===== src/rtl/uart_rx_2byte.sv =====
// Two-byte UART receiver: oversampled 8N1 bytes reassembled into a 16-bit word
// (first byte in [7:0]), with a bounded idle gap allowed between the two bytes.
module uart_rx_2byte #(
  parameter int unsigned OVERSAMPLE = 16,
  parameter int unsigned GAP_BITS   = 4
) (
  input  logic        clk_153k6hz,
  input  logic        rst,
  input  logic        rx,
  output logic [15:0] data,
  output logic        valid,
  output logic        err,
  output logic        busy
);

  localparam int unsigned GAP_LIMIT = GAP_BITS * OVERSAMPLE;
  localparam int unsigned MAX_TICK  = (GAP_LIMIT > OVERSAMPLE) ? GAP_LIMIT : OVERSAMPLE;
  localparam int unsigned CW        = $clog2(MAX_TICK + 1);

  localparam logic [CW-1:0] T_HALF = CW'(OVERSAMPLE / 2);
  localparam logic [CW-1:0] T_BIT  = CW'(OVERSAMPLE);
  localparam logic [CW-1:0] T_GAP  = CW'(GAP_LIMIT - 1);

  typedef enum logic [2:0] {IDLE, START, DATA, STOP, GAP} state_t;

  state_t        state_q, state_d;
  logic          sync1_q, rxs_q, rxs_prev_q;
  logic [CW-1:0] tick_q, tick_d;
  logic [2:0]    bit_q, bit_d;
  logic          byte_idx_q, byte_idx_d;
  logic [7:0]    sh_q, sh_d;
  logic [7:0]    byte0_q, byte0_d;
  logic [15:0]   data_q, data_d;
  logic          valid_q, valid_d;
  logic          err_q, err_d;
  logic          fall;

  assign fall = rxs_prev_q & ~rxs_q;

  // tick is 1 on the cycle after each reference point (E or a sample), so a
  // sample fires when tick equals the distance from that reference point.
  always_comb begin
    state_d    = state_q;
    tick_d     = tick_q + CW'(1);
    bit_d      = bit_q;
    byte_idx_d = byte_idx_q;
    sh_d       = sh_q;
    byte0_d    = byte0_q;
    data_d     = data_q;
    valid_d    = 1'b0;
    err_d      = 1'b0;
    case (state_q)
      IDLE: begin
        tick_d = tick_q;
        if (fall) begin
          state_d    = START;
          tick_d     = CW'(1);
          byte_idx_d = 1'b0;
        end
      end
      START: begin
        if (tick_q == T_HALF) begin
          tick_d  = CW'(1);
          bit_d   = 3'd0;
          state_d = rxs_q ? IDLE : DATA;
        end
      end
      DATA: begin
        if (tick_q == T_BIT) begin
          sh_d   = {rxs_q, sh_q[7:1]};
          tick_d = CW'(1);
          bit_d  = bit_q + 3'd1;
          if (bit_q == 3'd7) state_d = STOP;
        end
      end
      STOP: begin
        if (tick_q == T_BIT) begin
          tick_d = CW'(1);
          if (!rxs_q) begin
            err_d   = 1'b1;
            state_d = IDLE;
          end else if (!byte_idx_q) begin
            byte0_d = sh_q;
            state_d = GAP;
          end else begin
            data_d  = {sh_q, byte0_q};
            valid_d = 1'b1;
            state_d = IDLE;
          end
        end
      end
      GAP: begin
        if (fall) begin
          state_d    = START;
          tick_d     = CW'(1);
          byte_idx_d = 1'b1;
        end else if (tick_q == T_GAP) begin
          err_d   = 1'b1;
          state_d = IDLE;
        end
      end
      default: state_d = IDLE;
    endcase
  end

  always_ff @(posedge clk_153k6hz or posedge rst) begin
    if (rst) begin
      sync1_q    <= 1'b1;
      rxs_q      <= 1'b1;
      rxs_prev_q <= 1'b1;
      state_q    <= IDLE;
      tick_q     <= '0;
      bit_q      <= '0;
      byte_idx_q <= 1'b0;
      sh_q       <= '0;
      byte0_q    <= '0;
      data_q     <= '0;
      valid_q    <= 1'b0;
      err_q      <= 1'b0;
    end else begin
      sync1_q    <= rx;
      rxs_q      <= sync1_q;
      rxs_prev_q <= rxs_q;
      state_q    <= state_d;
      tick_q     <= tick_d;
      bit_q      <= bit_d;
      byte_idx_q <= byte_idx_d;
      sh_q       <= sh_d;
      byte0_q    <= byte0_d;
      data_q     <= data_d;
      valid_q    <= valid_d;
      err_q      <= err_d;
    end
  end

  assign data  = data_q;
  assign valid = valid_q;
  assign err   = err_q;
  assign busy  = (state_q != IDLE);

endmodule


===== config.mk =====
export PLATFORM = sky130hd
export DESIGN_NAME = uart_rx_2byte
export DESIGN_NICKNAME = d
export VERILOG_FILES = /design/src/rtl/uart_rx_2byte.sv
export SDC_FILE = /design/constraint.sdc
export NUM_CORES = 1
export LEC_CHECK = 0
export CAP_MARGIN = 20
export CELL_PAD_IN_SITES_DETAIL_PLACEMENT = 1
export CELL_PAD_IN_SITES_GLOBAL_PLACEMENT = 1
export CORE_MARGIN = 10
export CORE_UTILIZATION = 42
export DETAILED_ROUTE_END_ITERATION = 6
export PLACE_DENSITY = 0.71
export SETUP_SLACK_MARGIN = 0.5
export SLEW_MARGIN = 20
export SYNTH_ARGS = -nofsm -noshare
export SYNTH_HDL_FRONTEND = slang
export SYNTH_SLANG_ARGS = --single-unit

===== constraint.sdc =====
create_clock -name clk_153k6hz -period 2.1 [get_ports clk_153k6hz]
set_input_delay 0.525 -clock clk_153k6hz [delete_from_list [all_inputs] [get_ports clk_153k6hz]]
set_output_delay 0.525 -clock clk_153k6hz [all_outputs]
set_load 0.05 [all_outputs]

Yosys cells after proc, flatten, opt, wreduce, memory -nomap -nowiden
Cells that the tools add are included.

storage, ports and cells
  input bits = 3
  word-level logic and storage cells = 74
  register bits = 51

cells by class
  equality and inequality tests = 15
  add/sub/neg operators = 2
  multiplexer cells = 31
  reduce and logical (&&, ||, !) cells = 11
  bitwise gates (word level) = 3

operator list
  kind                                                                   number
  3-bit 2-to-1 mux                                                       11
  7-bit 2-to-1 mux                                                       4
  7-bit one-hot mux with 4 select lines                                  1
  3-bit one-hot mux with 5 select lines                                  1
  2-bit inequality test, second input constant                           6
  1-bit 2-to-1 mux                                                       10
  4-bit AND reduction                                                    2
  7-bit by 1-bit adder with 7-bit output, second input constant          1
  7-bit by 4-bit equality test with 1-bit output, second input constant  1
  7-bit by 5-bit equality test with 1-bit output, second input constant  1
  7-bit by 6-bit equality test with 1-bit output, second input constant  1
  3-bit by 2-bit equality test with 1-bit output, second input constant  2
  3-bit equality test, second input constant                             2
  3-bit one-hot mux with 2 select lines                                  1
  3-bit AND reduction                                                    2
  6-bit AND reduction                                                    1
  1-bit one-hot mux with 2 select lines                                  2
  2-bit nonzero test                                                     2
  3-bit by 1-bit adder with 3-bit output, second input constant          1
  3-bit by 1-bit equality test with 1-bit output, second input constant  1
  3-bit zero test                                                        1
  3-bit inequality test, second input constant                           1
  3-bit nonzero test                                                     1
  2-bit 2-to-1 mux                                                       1
  4 further kinds                                                        5

Depth between registers and ports, before layout
  word-level depth = 4
  mapped depth = 8

Least setup slack after synthesis
No wires, ideal clock.

  path kind = register -> register
  from = register state_q[0]
  to = register tick_q[2]
  path slack = -35 ps
  data required time = 1941 ps
  setup time = 159 ps
  period minus slack after synthesis = 2135 ps
  data arrival time = 1977 ps
  cell stages (with the launch flop) = 7
  cells stage by stage = dfrtp_1 buf_2 or3_1 clkbuf_1 nor2_2 a2111oi_0 a211oi_1

between the ends
  word-level cells in the longest chain between the ends = 3

RTL lines
  element                                         RTL line  text
  from (decl)                                     26        state_t state_q, state_d;
  from (signal assigned)                          124       state_q <= state_d;
  3-bit by 2-bit equality test with 1-bit output  52        case (state_q)
  2-bit OR reduction (no source line)             -
  7-bit one-hot mux with 4 select lines           52
  to (signal assigned)                            125       tick_q <= tick_d;
  to (decl)                                       28        logic [CW-1:0] tick_q, tick_d;

Several ways; a longest one is shown, not always the timed one.
A chain may end at the register's enable or synchronous reset.

Worst setup path in the final report
  from = register tick_q[0]
  to = register data_q[2], in the netlist data[2]

between the ends
  word-level cells in the longest chain between the ends = 2

RTL lines
  element                                         RTL line  text
  7-bit by 5-bit equality test with 1-bit output  77        if (tick_q == T_BIT) begin
  4-bit AND reduction (no source line)            -
  to (signal assigned)                            130       data_q <= data_d;
  to (decl)                                       33        logic [15:0] data_q, data_d;

Every way passes these cells.

==> metrics.yaml <==
r2r-end: "data[2]"
worstSetupPathType: "reg2reg"
min_period_ps: 2070
grt-ovfl-total: 0
yosysSeqAreaShare: 0.565
setup_tns_ps: 0
path_clk_slew_ps: 100
synth_top_area_cell: "dfrtp_1"
min_to: "rxs_q"
min_path_cells: 0
syn_area_um2: 2260
fp.dieH_um: 93.4
setup_violations: 0
drc: 0
area_growth_pct: 30.9
grt_pass1_vias: 1774
antenna_cells: 0
root_buffer: "clkbuf_8"
drive_gt1_frac: 0.516
finalMaxSlewViolations: 0
max-vdd-ir-drop_uv: 507
rsz0062_at_grt: "true"
fin_util: 0.573
ys_warn_count: 0
wire_per_inst_um: 21.2
clock_latency_ps: 310
switchingPower_w: 0.00100
cts_tree: "built"
setup_slack_ps: 30.4
status: "finished, final reports clean"
power_density_nw_per_um2: 934
dieArea_um2: 8730
synth-edff-count: 0
pwr-share-seq: 0.419
io_pins: 22
mostFrequentLayoutCell: "dfrtp_1"
clock-sinks: 51
cp_data_arrival_time_ps: 2270
worst-path-max-fanout: 17
synthFlopType: "dfrtp_1"
power.leakage_nw: 1.43
syn_area_per_cell_um2: 13.3
synth_async_sr_flop_share: 1.00
vias: 1620
ys_top_cells_by_area: "dfrtp_1 (53%), mux2_2 (12%), mux2_4 (6.0%)"
r2r_setup_slack_ps: 30
cp-start-kind: "flip-flop"
final_cell_mix: "dfrtp_1 (47), mux2_4 (26), buf_4 (20), buf_2 (16)"
reg2reg_from: "tick_q[0]"
synth_cells: 170
swShare: 0.362
ys_ff_latch: 51
numCtsBuffers: 5
max_freq_ghz: 0.483
slowest_stage: "dfrtp_1"
row_count: 26
slowest_delay_ps: 400
vias_per_cell: 5.57
maxCapViolCount: 0
hp-class: "reg2reg"
combinationalPowerShare: 0.371
hold_viol: 0
final.period_utilization: 0.986
place_ws_ps: 30.3
syn_nets: 177
crit_chain: "inv_1 -> ha_2 -> nor4b_4 -> buf_4 -> nand2_4 -> or3_4 -> buf_12 -> mux2_4"
clkPwrFrac: 0.210
wirelength_um: 6170
grt_start_max_net_pins: 22
final_antenna_net_count: 0
grt_pass1_wl_um: 9730
intPower_w: 0.00177
tightest_slew_ps: 467
gp_congestion: 0.914
synth_top_area_share: 0.530
slew_headroom: 0.688
min_from: "sync1_q"
first_pass_iters: 4
clock_skew_ps: 5.48
cts.path.max_buffers: 2
start_util: 0.438
die_x_um: 93.4
worstSetupEndpointType: "flip-flop"
h-tree-depth: 2
antenna_found_initial: 0
track_usage: 0.141
reg2regPathDepth: 8
design.core.area_um2: 5170
synth_cell_type_count: 40
drt_first_iter_violations: 95
portBuffers: 21
hpwl_um: 3770
fin_nets: 227
cp.required_ps: 2300
timing repair:
action                                  4_1_cts  5_1_grt
setup buffers                                 8        7
endpoints found under the setup margin       66       59
gates resized for setup                      89       43
pin swaps                                     8        8
hold buffers                                  0        0
cell usage after synthesis (2+ instances only):
library cell / n
nor2_2: 2
clkbuf_1: 2
dfstp_2: 3
o2bb2ai_1: 2
a2111oi_0: 2
ha_1: 4
nor2b_1: 3
mux2_4: 9
a21oi_1: 2
inv_1: 8
nand4_1: 2
a22o_1: 5
nand2_1: 7
nor3_1: 4
o21ai_0: 9
nor3b_1: 2
o31ai_1: 2
dfrtp_1: 48
nand3_1: 8
nor2_1: 2
mux2_2: 24
or3_1: 2
stage by stage:
step	cells	area [um^2]	total power (W)	hold WS (ps)
finish	291	2960	0.00277	362
global route	291	2960	0.00293	364
CTS	284	2880	0.00259	357
detailed placement	268	2650	0.00188	350
global placement	268	2650	0.00183	346
floorplan	170	2310	0.00166	345
critical path: cells and delay by family, from the launching register on:
kind / cells / cell delay [ps]
and+or+nand+nor: 3 / 670
muxes: 1 / 300
adders and majority gates: 1 / 160
buffers and inverters: 3 / 420
DFF: 1 / 400
kinds of logic (layout without fill, tap and decap cells):
group / after synthesis / after routing / share of synthesized area
adder cells (fa/ha/maj): 4 / 4 / 0.0221
AND/OR/NAND/NOR: 39 / 39 / 0.105
XOR/XNOR: 1 / 1 / 0.00387
AO/OA/AOI/OAI: 29 / 29 / 0.0923
flip-flops: 51 / 51 / 0.565
multiplexers: 33 / 33 / 0.179
buffers and inverters: 13 / 64 / 0.0326
layer usage:
layer	GRT usage	wire [um]	vias up
met2	0.226	3190	38
met4	0.0476	157	0
met1	0.180	2560	848
li1	-	-	718
met5	0	0	-
met3	0.0360	256	16
power groups by stage:
stage	Combinational [W]	Sequential (W)	Clock [W]
floorplan	0.000503	0.00116	0
global placement	0.000669	0.00117	0
detailed placement	0.000698	0.00118	0
CTS	0.000833	0.00116	0.000602
global route	0.00111	0.00117	0.000648
finish	0.00103	0.00116	0.000582
final cells by class:
cell class / instances / area (um^2)
Tap cell: 70 / 87.6
Inverter: 8 / 33.8
Clock buffer: 5 / 68.8
Timing Repair Buffer: 48 / 375
Multi-Input combinational cell: 106 / 1090
Sequential cell: 51 / 1280
Fill cell: 518 / 2210
Clock inverter: 3 / 23.8
flip-flops by register name (all words and copies together) (netlist names):
| register | flops |
|---|---|
| data | 16 |
| byte0_q | 8 |
| sh_q | 8 |
| tick_q | 7 |
| bit_q | 3 |
| state_q | 3 |
| byte_idx_q | 1 |
| err | 1 |
| rxs_prev_q | 1 |
| rxs_q | 1 |
| sync1_q | 1 |
| valid | 1 |
worst max path at each step:
stage	startpoint	end	slack, ps	cells after the start
6_report	tick_q[0]	data[2]	30	8
5_1_grt	tick_q[1]	data[2]	-40	8
4_1_cts	tick_q[0]	sh_q[7]	160	8
3_5_place_dp	tick_q[1]	sh_q[7]	30	7
3_3_place_gp	tick_q[1]	sh_q[2]	80	7
2_1_floorplan	tick_q[0]	data[15]	-4	8
(Power assumes the default switching activity.)
